==> src/rtl/inst_fetch_ctrl_pkg.sv <==
// Shared widths and types for the instruction-fetch controller.
package inst_fetch_ctrl_pkg;

    localparam int ADDR_W = 32;
    localparam int DATA_W = 32;
    localparam logic [DATA_W-1:0] ZERO_WORD = '0;

    typedef struct packed {
        logic [ADDR_W-1:0] pc;
        logic [DATA_W-1:0] inst;
    } fetch_word_t;

endpackage

==> src/rtl/fetch_fifo.sv <==
// Synchronous FIFO with combinational head, synchronous clear and occupancy count.
module fetch_fifo #(
    parameter int WIDTH = 32,
    parameter int DEPTH = 2
) (
    input  logic                     clk,
    input  logic                     rst,
    input  logic                     push,
    input  logic                     pop,
    input  logic                     clear,
    input  logic [WIDTH-1:0]         din,
    output logic [WIDTH-1:0]         dout,
    output logic                     full,
    output logic                     empty,
    output logic [$clog2(DEPTH):0]   count
);
    localparam int PW = (DEPTH > 1) ? $clog2(DEPTH) : 1;
    localparam int CW = $clog2(DEPTH) + 1;

    logic [WIDTH-1:0] mem [DEPTH];
    logic [PW-1:0]    rd_ptr, wr_ptr;
    logic             do_push, do_pop;

    function automatic logic [PW-1:0] ptr_inc(input logic [PW-1:0] p);
        return (32'(p) == DEPTH - 1) ? '0 : p + 1'b1;
    endfunction

    assign empty   = (count == '0);
    assign full    = (32'(count) == DEPTH);
    assign do_pop  = pop & ~empty;
    // A full FIFO may still take a push when the head leaves in the same cycle.
    assign do_push = push & (~full | do_pop);
    assign dout    = mem[rd_ptr];

    always_ff @(posedge clk) begin
        if (do_push && !clear) mem[wr_ptr] <= din;
    end

    always_ff @(posedge clk or negedge rst) begin
        if (!rst) begin
            rd_ptr <= '0;
            wr_ptr <= '0;
            count  <= '0;
        end else if (clear) begin
            rd_ptr <= '0;
            wr_ptr <= '0;
            count  <= '0;
        end else begin
            if (do_push) wr_ptr <= ptr_inc(wr_ptr);
            if (do_pop)  rd_ptr <= ptr_inc(rd_ptr);
            count <= count + CW'(do_push) - CW'(do_pop);
        end
    end

endmodule

==> src/rtl/inst_fetch_ctrl.sv <==
// Instruction-fetch bus master: gates requests, tags responses with their PC,
// drops responses made stale by a flush and feeds the IF/ID register.
module inst_fetch_ctrl
    import inst_fetch_ctrl_pkg::*;
#(
    parameter int MAX_OUT   = 2,
    parameter int BUF_DEPTH = 2
) (
    input  logic              clk,
    input  logic              rst,
    input  logic [ADDR_W-1:0] pc_i,
    input  logic              ce_i,
    input  logic              stall_i,
    input  logic              flush_i,
    output logic              pc_read_ready_o,
    output logic              inst_req_o,
    output logic [ADDR_W-1:0] inst_addr_o,
    input  logic              inst_addr_ok_i,
    input  logic              inst_data_ok_i,
    input  logic [DATA_W-1:0] inst_rdata_i,
    output logic              id_valid_o,
    output logic [ADDR_W-1:0] id_pc_o,
    output logic [DATA_W-1:0] id_inst_o
);
    localparam int CW = $clog2(MAX_OUT) + 1;
    localparam int BW = $clog2(BUF_DEPTH) + 1;

    logic [CW-1:0]     out_cnt, discard_cnt, out_lim;
    logic              accept, resp, keep_word, take, room;

    logic [ADDR_W-1:0] q_pc;
    logic              q_full, q_empty;
    logic [CW-1:0]     q_count;

    fetch_word_t       buf_head, new_word;
    logic              buf_push, buf_pop, buf_full, buf_empty;
    logic [BW-1:0]     buf_cnt;

    // In the flush cycle the buffer is being emptied and the returning word is
    // retired, so the gating looks at the occupancy left after the flush.
    always_comb begin
        out_lim = out_cnt;
        if (flush_i && resp) out_lim = out_cnt - CW'(1);
        room = flush_i || ((32'(buf_cnt) + 32'(out_cnt)) < BUF_DEPTH);
        inst_req_o = rst & ce_i & ~stall_i & (32'(out_lim) < MAX_OUT) & room;
    end

    assign inst_addr_o     = pc_i;
    assign accept          = inst_req_o & inst_addr_ok_i;
    assign pc_read_ready_o = accept;
    assign resp            = inst_data_ok_i & ~q_empty;
    assign keep_word       = resp & (discard_cnt == '0) & ~flush_i;
    assign new_word        = '{pc: q_pc, inst: inst_rdata_i};
    assign take            = ~stall_i & ~flush_i;
    assign buf_pop         = take & ~buf_empty;
    // With nothing buffered the word goes straight to the output register.
    assign buf_push        = keep_word & ~(take & buf_empty);

    fetch_fifo #(.WIDTH(ADDR_W), .DEPTH(MAX_OUT)) u_pc_q (
        .clk   (clk),
        .rst   (rst),
        .push  (accept),
        .pop   (resp),
        .clear (1'b0),
        .din   (pc_i),
        .dout  (q_pc),
        .full  (q_full),
        .empty (q_empty),
        .count (q_count)
    );

    fetch_fifo #(.WIDTH($bits(fetch_word_t)), .DEPTH(BUF_DEPTH)) u_inst_buf (
        .clk   (clk),
        .rst   (rst),
        .push  (buf_push),
        .pop   (buf_pop),
        .clear (flush_i),
        .din   (new_word),
        .dout  (buf_head),
        .full  (buf_full),
        .empty (buf_empty),
        .count (buf_cnt)
    );

    always_ff @(posedge clk or negedge rst) begin
        if (!rst) begin
            out_cnt     <= '0;
            discard_cnt <= '0;
        end else begin
            out_cnt <= out_cnt + CW'(accept) - CW'(resp);
            if (flush_i)
                discard_cnt <= out_cnt - CW'(resp);
            else if (resp && discard_cnt != '0)
                discard_cnt <= discard_cnt - CW'(1);
        end
    end

    always_ff @(posedge clk or negedge rst) begin
        if (!rst) begin
            id_valid_o <= 1'b0;
            id_pc_o    <= ZERO_WORD;
            id_inst_o  <= ZERO_WORD;
        end else if (flush_i) begin
            id_valid_o <= 1'b0;
        end else if (!stall_i) begin
            if (!buf_empty) begin
                id_valid_o <= 1'b1;
                id_pc_o    <= buf_head.pc;
                id_inst_o  <= buf_head.inst;
            end else if (keep_word) begin
                id_valid_o <= 1'b1;
                id_pc_o    <= new_word.pc;
                id_inst_o  <= new_word.inst;
            end else begin
                id_valid_o <= 1'b0;
            end
        end
    end

    a_out_cnt:  assert property (@(posedge clk) disable iff (!rst)
                    !(accept && !resp && 32'(out_cnt) == MAX_OUT));
    a_discard:  assert property (@(posedge clk) disable iff (!rst) discard_cnt <= out_cnt);
    a_pc_q:     assert property (@(posedge clk) disable iff (!rst)
                    (q_count == out_cnt) && !(accept && q_full && !resp));
    a_inst_buf: assert property (@(posedge clk) disable iff (!rst)
                    !(buf_push && buf_full && !buf_pop));

endmodule
==> config.mk <==
export PLATFORM = sky130hd
export DESIGN_NAME = inst_fetch_ctrl
export DESIGN_NICKNAME = d
export VERILOG_FILES = /design/src/rtl/inst_fetch_ctrl_pkg.sv /design/src/rtl/fetch_fifo.sv /design/src/rtl/inst_fetch_ctrl.sv
export SDC_FILE = /design/constraint.sdc
export NUM_CORES = 1
export LEC_CHECK = 0
export ABC_AREA = 1
export BUFFER_PORTS_ARGS = -buffer_cell sky130_fd_sc_hd__buf_2
export CORE_MARGIN = 1
export CORE_UTILIZATION = 31
export CTS_CLUSTER_SIZE = 10
export DETAILED_ROUTE_END_ITERATION = 10
export GPL_TIMING_DRIVEN = 0
export PLACE_DENSITY_LB_ADDON = 0.1
export SLEW_MARGIN = 20
export SYNTH_ARGS = -nofsm -noshare
export SYNTH_HDL_FRONTEND = slang
export SYNTH_SLANG_ARGS = --single-unit
==> constraint.sdc <==
create_clock -name clk -period 5.38 [get_ports clk]
set_input_delay 0.807 -clock clk [delete_from_list [all_inputs] [get_ports clk]]
set_output_delay 0.807 -clock clk [all_outputs]
set_load 0.01 [all_outputs]
==> reports/metrics.yaml, run 1 <==
yosysSeqAreaShare: 0.695
min_path_type: "input port to async pin"
die_y_um: 191
outcome: "complete, no violations"
rr_startpoint: "u_inst_buf.count[0]$_DFF_PN0_"
cp_max_fo: 3
critical_path.max_stage_delay_ps: 540
worst_pin_slew_ps: 726
synthCells: 931
io_pins: 170
clkSinkCount: 269
fin_util: 0.391
cts_setup_buffers: 0
antenna_found_initial: 0
viasPerCell: 4.41
drv_cap: 0
initial_core_util: 0.317
critical_path_required_ps: 4570
fin_setup_tns_ps: 0
hpwl_um: 18000
reg2reg_depth: 8
hold_slack_ps: 84.1
cts_buffers: 31
rsz0062_at_grt: "false"
yosys.cell_types.count: 33
drc: 0
clock_latency_ps: 550
fmax_mhz: 328
routed_wl_um: 26700
die_w_um: 191
yosys_warnings: 0
relSlewSlack: 0.515
syn_area_per_cell_um2: 11.9
period_minus_slack_ps: 3040
grt_usage: 0.150
rows: 68
dr.pass1.iters: 4
fin_worst_skew_ps: 7.45
core-area_um2: 34900
final_nets: 1222
layout_commonest_cell: "edfxtp_1"
hold_violations: 0
cts_tree: "done"
p_leak_nw: 5.71
via_count: 7147
layout_common_cells: "edfxtp_1, buf_2, nand2_1"
synth_fp_nets: 1011
routedWlPerCell_um: 16.5
grt_max_degree: 66
area_growth_pct: 23.3
clk_pin_slew_ps: 60
final_cells: 1622
gp_congestion: 0.704
cts_buffer_depth: 3
die_area_um2: 36500
r2r_end: "u_inst_buf.mem[0][29]$_DFFE_PP_"
io_buffers: 168
drtAntennaViolNets: 0
setup.worst_path.start_class: "register"
fin_crit_sh: 0.566
setup_viol: 0
power_density_nw_per_um2: 458
cts_root_buf: "clkbuf_16"
drv_slew: 0
place_inst: 1564
diodes: 0
drt_iter0_markers: 325
crit_chain: "inv_1, fa_1, a21oi_1, nor2_1, nand2_1, nor3b_1, buf_2"
vdd_ir_drop_max_uv: 238
regToRegSetupSlack_ps: 2920
path_class: "register to output port"
overflow: 0
htreeDepth: 1
worstPathArrival_ps: 2240
grt_pass1_wl_um: 42100
cts_resized: 0
hold_buffers: 0
synth_seq_cells: 269
first_global_vias: 7203
cp-startpoint: "out_cnt[1]$_DFF_PN0_"
power.total_mw: 6.25
syn_area_um2: 11100
critPathSlowestCell: "fa_1"
crit_path_end_kind: "output port"
drive_gt1_frac: 0.249
==> worst max path at each step <==
stage / to / slack [ps]
CTS: pc_read_ready_o / 2280
global placement: u_inst_buf.mem[0][32]$_DFFE_PP_ / -1610
detailed placement: u_inst_buf.mem[0][30]$_DFFE_PP_ / 2330
global route: pc_read_ready_o / 2160
floorplan: u_inst_buf.mem[0][0]$_DFFE_PP_ / 750
finish: pc_read_ready_o / 2340
==> critical path, delay by kind of cell, from the launching register on <==
kind / cells / cell delay [ps]
AOI/OAI and AO/OA: 1 / 80
DFF: 1 / 350
adders and majority gates: 1 / 540
buffers and inverters: 2 / 280
and+or+nand+nor: 3 / 440
==> synth_stat cells <==
cell | count | share of area
a21o_1 | 1 | 0.00068
a21oi_1 | 16 | 0.0072
buf_1 | 2 | 0.00068
buf_2 | 17 | 0.0077
buf_4 | 35 | 0.024
buf_6 | 8 | 0.0081
clkbuf_1 | 15 | 0.0051
clkbuf_2 | 2 | 0.00090
clkinv_2 | 1 | 0.00045
dfrtp_1 | 77 | 0.17
edfxtp_1 | 192 | 0.52
fa_1 | 1 | 0.0018
ha_1 | 8 | 0.0090
inv_1 | 112 | 0.038
inv_2 | 5 | 0.0017
nand2_1 | 177 | 0.060
nand2_2 | 2 | 0.0011
nand2_4 | 1 | 0.0010
nand3_1 | 6 | 0.0027
nand3b_1 | 1 | 0.00068
nand4_1 | 2 | 0.0011
nor2_1 | 10 | 0.0034
nor2_2 | 1 | 0.00057
nor2_4 | 2 | 0.0020
nor3b_1 | 1 | 0.00068
o211ai_1 | 64 | 0.043
o21ai_0 | 96 | 0.043
o21ai_1 | 38 | 0.017
or2_0 | 24 | 0.014
or2_1 | 5 | 0.0028
or2_2 | 2 | 0.0011
xnor2_1 | 3 | 0.0024
xor2_1 | 4 | 0.0032
==> registers in the layout, summed over array words and instances (netlist names) <==
register           flops
u_pc_q.count           2
u_inst_buf.mem       128
id_valid_o             1
u_inst_buf.count       2
id_inst_o             32
discard_cnt            2
u_inst_buf.rd_ptr      1
u_inst_buf.wr_ptr      1
u_pc_q.wr_ptr          1
id_pc_o               32
u_pc_q.rd_ptr          1
out_cnt                2
u_pc_q.mem            64
==> metal layers <==
layer  vias up  part of all wire  track usage
li1       3567                 -            -
met1      3382              0.47        0.206
met2       167              0.47        0.249
met3        31             0.047       0.0229
met4         0             0.016       0.0345
met5         -                 0            0
==> per-stage QoR <==
| stage | setup WS (ps) | cell area [µm²] |
|---|---|---|
| 3_3_place_gp | -1610 | 12500 |
| 5_1_grt | 2160 | 13700 |
| 2_1_floorplan | 745 | 11100 |
| 3_5_place_dp | 2330 | 12800 |
| 6_report | 2340 | 13700 |
| 4_1_cts | 2280 | 13700 |
==> area by class of cell <==
class	instances	area, µm²
sequential	269	7690
timing repair buffer	178	1090
inverter	118	444
fill	3473	21200
multi-input combinational	465	2450
clock inverter	1	8.76
tap	455	569
buffer	79	512
clock buffer	57	883
==> power by group <==
part	total, mW	internal, mW	switching [mW]
Combinational	1.60	0.585	1.02
Sequential	2.76	2.61	0.151
Clock	1.88	1.09	0.794
==> logic make-up (layout without fill, tap and decap cells) <==
kind of cell / Yosys count / in the layout / synth area share
buffers and inverters: 197 / 433 / 0.0863
XOR/XNOR: 7 / 7 / 0.00554
flip-flops: 269 / 269 / 0.695
adder cells (fa/ha/maj): 9 / 9 / 0.0108
AND/OR/NAND/NOR: 234 / 234 / 0.0908
AO/OA/AOI/OAI: 215 / 215 / 0.112
No activity file was read; power rests on OpenSTA's default activity.
==> inputs of run 2 (changes only) <==
clock period = 2.7 ns   (was 5.38 ns; I/O delays follow)
==> run 2 against run 1 <==
Sequential share of layout area is 0.81 points lower; routed wire length is 0.56% higher; via count up 1.1%; die area is the same; critical endpoint unchanged; largest power group unchanged.
==> reports/metrics.yaml, run 2 (synthesized netlist as in run 1, its figures left out) <==
outcome: "complete, no violations"
fin_crit_sh: 0.932
die_area_um2: 36500  # unchanged
io_pins: 170  # unchanged
setup_viol: 0  # unchanged
seq_power_share: 0.427  # -0.015
p_clk_frac: 0.326  # +0.024
viasPerCell: 4.43  # +0.58%
rr_startpoint: "u_inst_buf.count[0]$_DFF_PN0_"
diodes: 0  # unchanged
p_int_mw: 8.93  # +110%
routed_wl_um: 26900  # +0.56%
routedWlPerCell_um: 16.5  # about the same
rsz0062_at_grt: "false"
hold_depth: 1
cp-startpoint: "out_cnt[1]$_DFF_PN0_"
io_buffers: 168  # unchanged
critical_path_required_ps: 2300  # -2270 ps
area_growth_pct: 25.1
min_path_type: "input port to register"
cts_root_buf: "clkbuf_16"
reg2reg_depth: 8  # unchanged
die_w_um: 191  # unchanged
drv_cap: 0  # unchanged
antenna_found_initial: 0  # unchanged
grt_max_degree: 57  # -14%
initial_core_util: 0.317  # unchanged
regArea_um2: 7690  # unchanged
setup.worst_path.start_class: "register"
clkSinkCount: 269  # unchanged
rows: 68  # unchanged
dr.pass1.iters: 6  # +2
p_leak_nw: 5.82  # +1.9%
core-area_um2: 34900  # unchanged
hpwl_um: 18200  # +0.96%
hold_slack_ps: 106  # +22.4 ps
overflow: 0  # unchanged
grt_pass1_wl_um: 41600  # -1.3%
largest_reg_flops: 128  # unchanged
combPwrFrac: 0.248  # -0.009
reg_top3: "u_inst_buf.mem: 128 flops, u_pc_q.mem: 64 flops"
regToRegSetupSlack_ps: 310  # -2610 ps
p_sw_mw: 3.99  # +100%
grt_usage: 0.151  # +0.000611
cts_buffers: 34  # +9.7%
path_class: "register to output port"
fmax_mhz: 397
period_minus_slack_ps: 2520
swShare: 0.309  # -0.00554
layout_commonest_cell: "edfxtp_1"
multi_input_area_um2: 2450  # +0.20%
relSlewSlack: 0.593  # +0.0775
hold_violations: 0  # unchanged
die_y_um: 191  # unchanged
hold_start: "pc_i[13]"
setup_ws_ps: 184  # -2150 ps
place_ws_ps: -35.7  # -2360 ps
endpoint: "pc_read_ready_o"
drc: 0  # unchanged
fin_setup_tns_ps: 0  # unchanged
clock_latency_ps: 510  # -40 ps
cts_tree: "done"
num-fill-cells: 3462  # -0.32%
drt_iter0_markers: 294  # -9.5%
drive_gt1_frac: 0.261  # +0.0119
via_count: 7224  # +1.1%
cts_buffer_depth: 3  # unchanged
fin_util: 0.397  # +0.00570
gp_congestion: 0.722  # +2.5%
worst_pin_slew_ps: 611  # -114 ps
htreeDepth: 2  # +1
layout_common_cells: "edfxtp_1, buf_2, nand2_1"
cp_max_fo: 3  # unchanged
fin_worst_skew_ps: 22.3  # +14.9 ps
power_density_nw_per_um2: 933  # +100%
r2r_end: "u_inst_buf.mem[0][49]$_DFFE_PP_"
drtAntennaViolNets: 0  # unchanged
first_global_vias: 7113  # -1.2%
crit_path_end_kind: "output port"
final_nets: 1230  # +0.65%
vdd_ir_drop_max_uv: 427  # +79%
max_flop_register: "u_inst_buf.mem"
clk_pin_slew_ps: 50  # about the same
worstPathArrival_ps: 2110  # -130 ps
drv_slew: 0  # unchanged
[run 2: changes by cell type in the layout (fill, tap and decap cells not counted), sizes merged]
cell and delta:
clkinv +2, dlygate4sd3 +1, clkbuf +1, buf +4
[run 2: final cells by class]
| class | instances | area share |
|---|---|---|
| multi-input cells | 465 | 0.177 |
| clock inverters | 3 | 0.00136 |
| flip-flops and latches | 269 | 0.555 |
| well taps | 455 | 0.0411 |
| repair buffers | 183 | 0.0821 |
| plain buffers | 79 | 0.0370 |
| inverters | 118 | 0.0321 |
| clock buffers | 58 | 0.0738 |
[run 2: critical path: stages (launching register included)]
cell	delay, ps
dfrtp_1	350
inv_1	90
fa_1	540
a21oi_1	60
nor2_1	80
nand2_1	90
nor3b_2	240
buf_2	170
[run 2: worst min-delay path by stage]
stage | endpoint | slack [ps]
final | u_pc_q.mem[1][13]$_DFFE_PP_ | 110
after CTS | u_pc_q.mem[1][13]$_DFFE_PP_ | 80
after global routing | u_pc_q.mem[0][13]$_DFFE_PP_ | 100
after floorplan | discard_cnt[0]$_DFFE_PN0P_ | 110
after detailed placement | id_pc_o[12]$_DFFE_PN0P_ | 290
after global placement | u_pc_q.wr_ptr$_DFFE_PN0N_ | 460
[run 2: repair_timing]
item,CTS,global route
endpoints found under the hold margin,22,0
endpoints found under the setup margin,0,45
hold buffers,2,0
gates resized for setup,0,1
buffers inserted,0,4
[run 2: routing by layer]
metal,vias to the layer above,global-route usage,part of all wire
met1,3438,0.203,0.46
met2,169,0.249,0.47
li1,3578,-,-
met3,39,0.0229,0.041
met4,0,0.0468,0.022
met5,-,0,0
[run 2: power groups by stage]
stage / registers [mW] / clock network (mW) / logic [mW]
6_report: 5.51 / 4.21 / 3.20
5_1_grt: 5.59 / 4.51 / 3.68
4_1_cts: 5.53 / 4.35 / 3.30
3_5_place_dp: 5.60 / 0 / 3.29
3_3_place_gp: 5.60 / 0 / 3.20
2_1_floorplan: 5.76 / 0 / 1.73
[run 2: stage by stage]
stage                     power (mW)  cell area (µm²)  instances
final                           12.9            13800       1630
after CTS                       13.2            13800       1626
after global placement          8.80            12500       1554
after detailed placement        8.88            12700       1563
after floorplan                 7.49            11100        931
after global routing            13.8            13800       1630
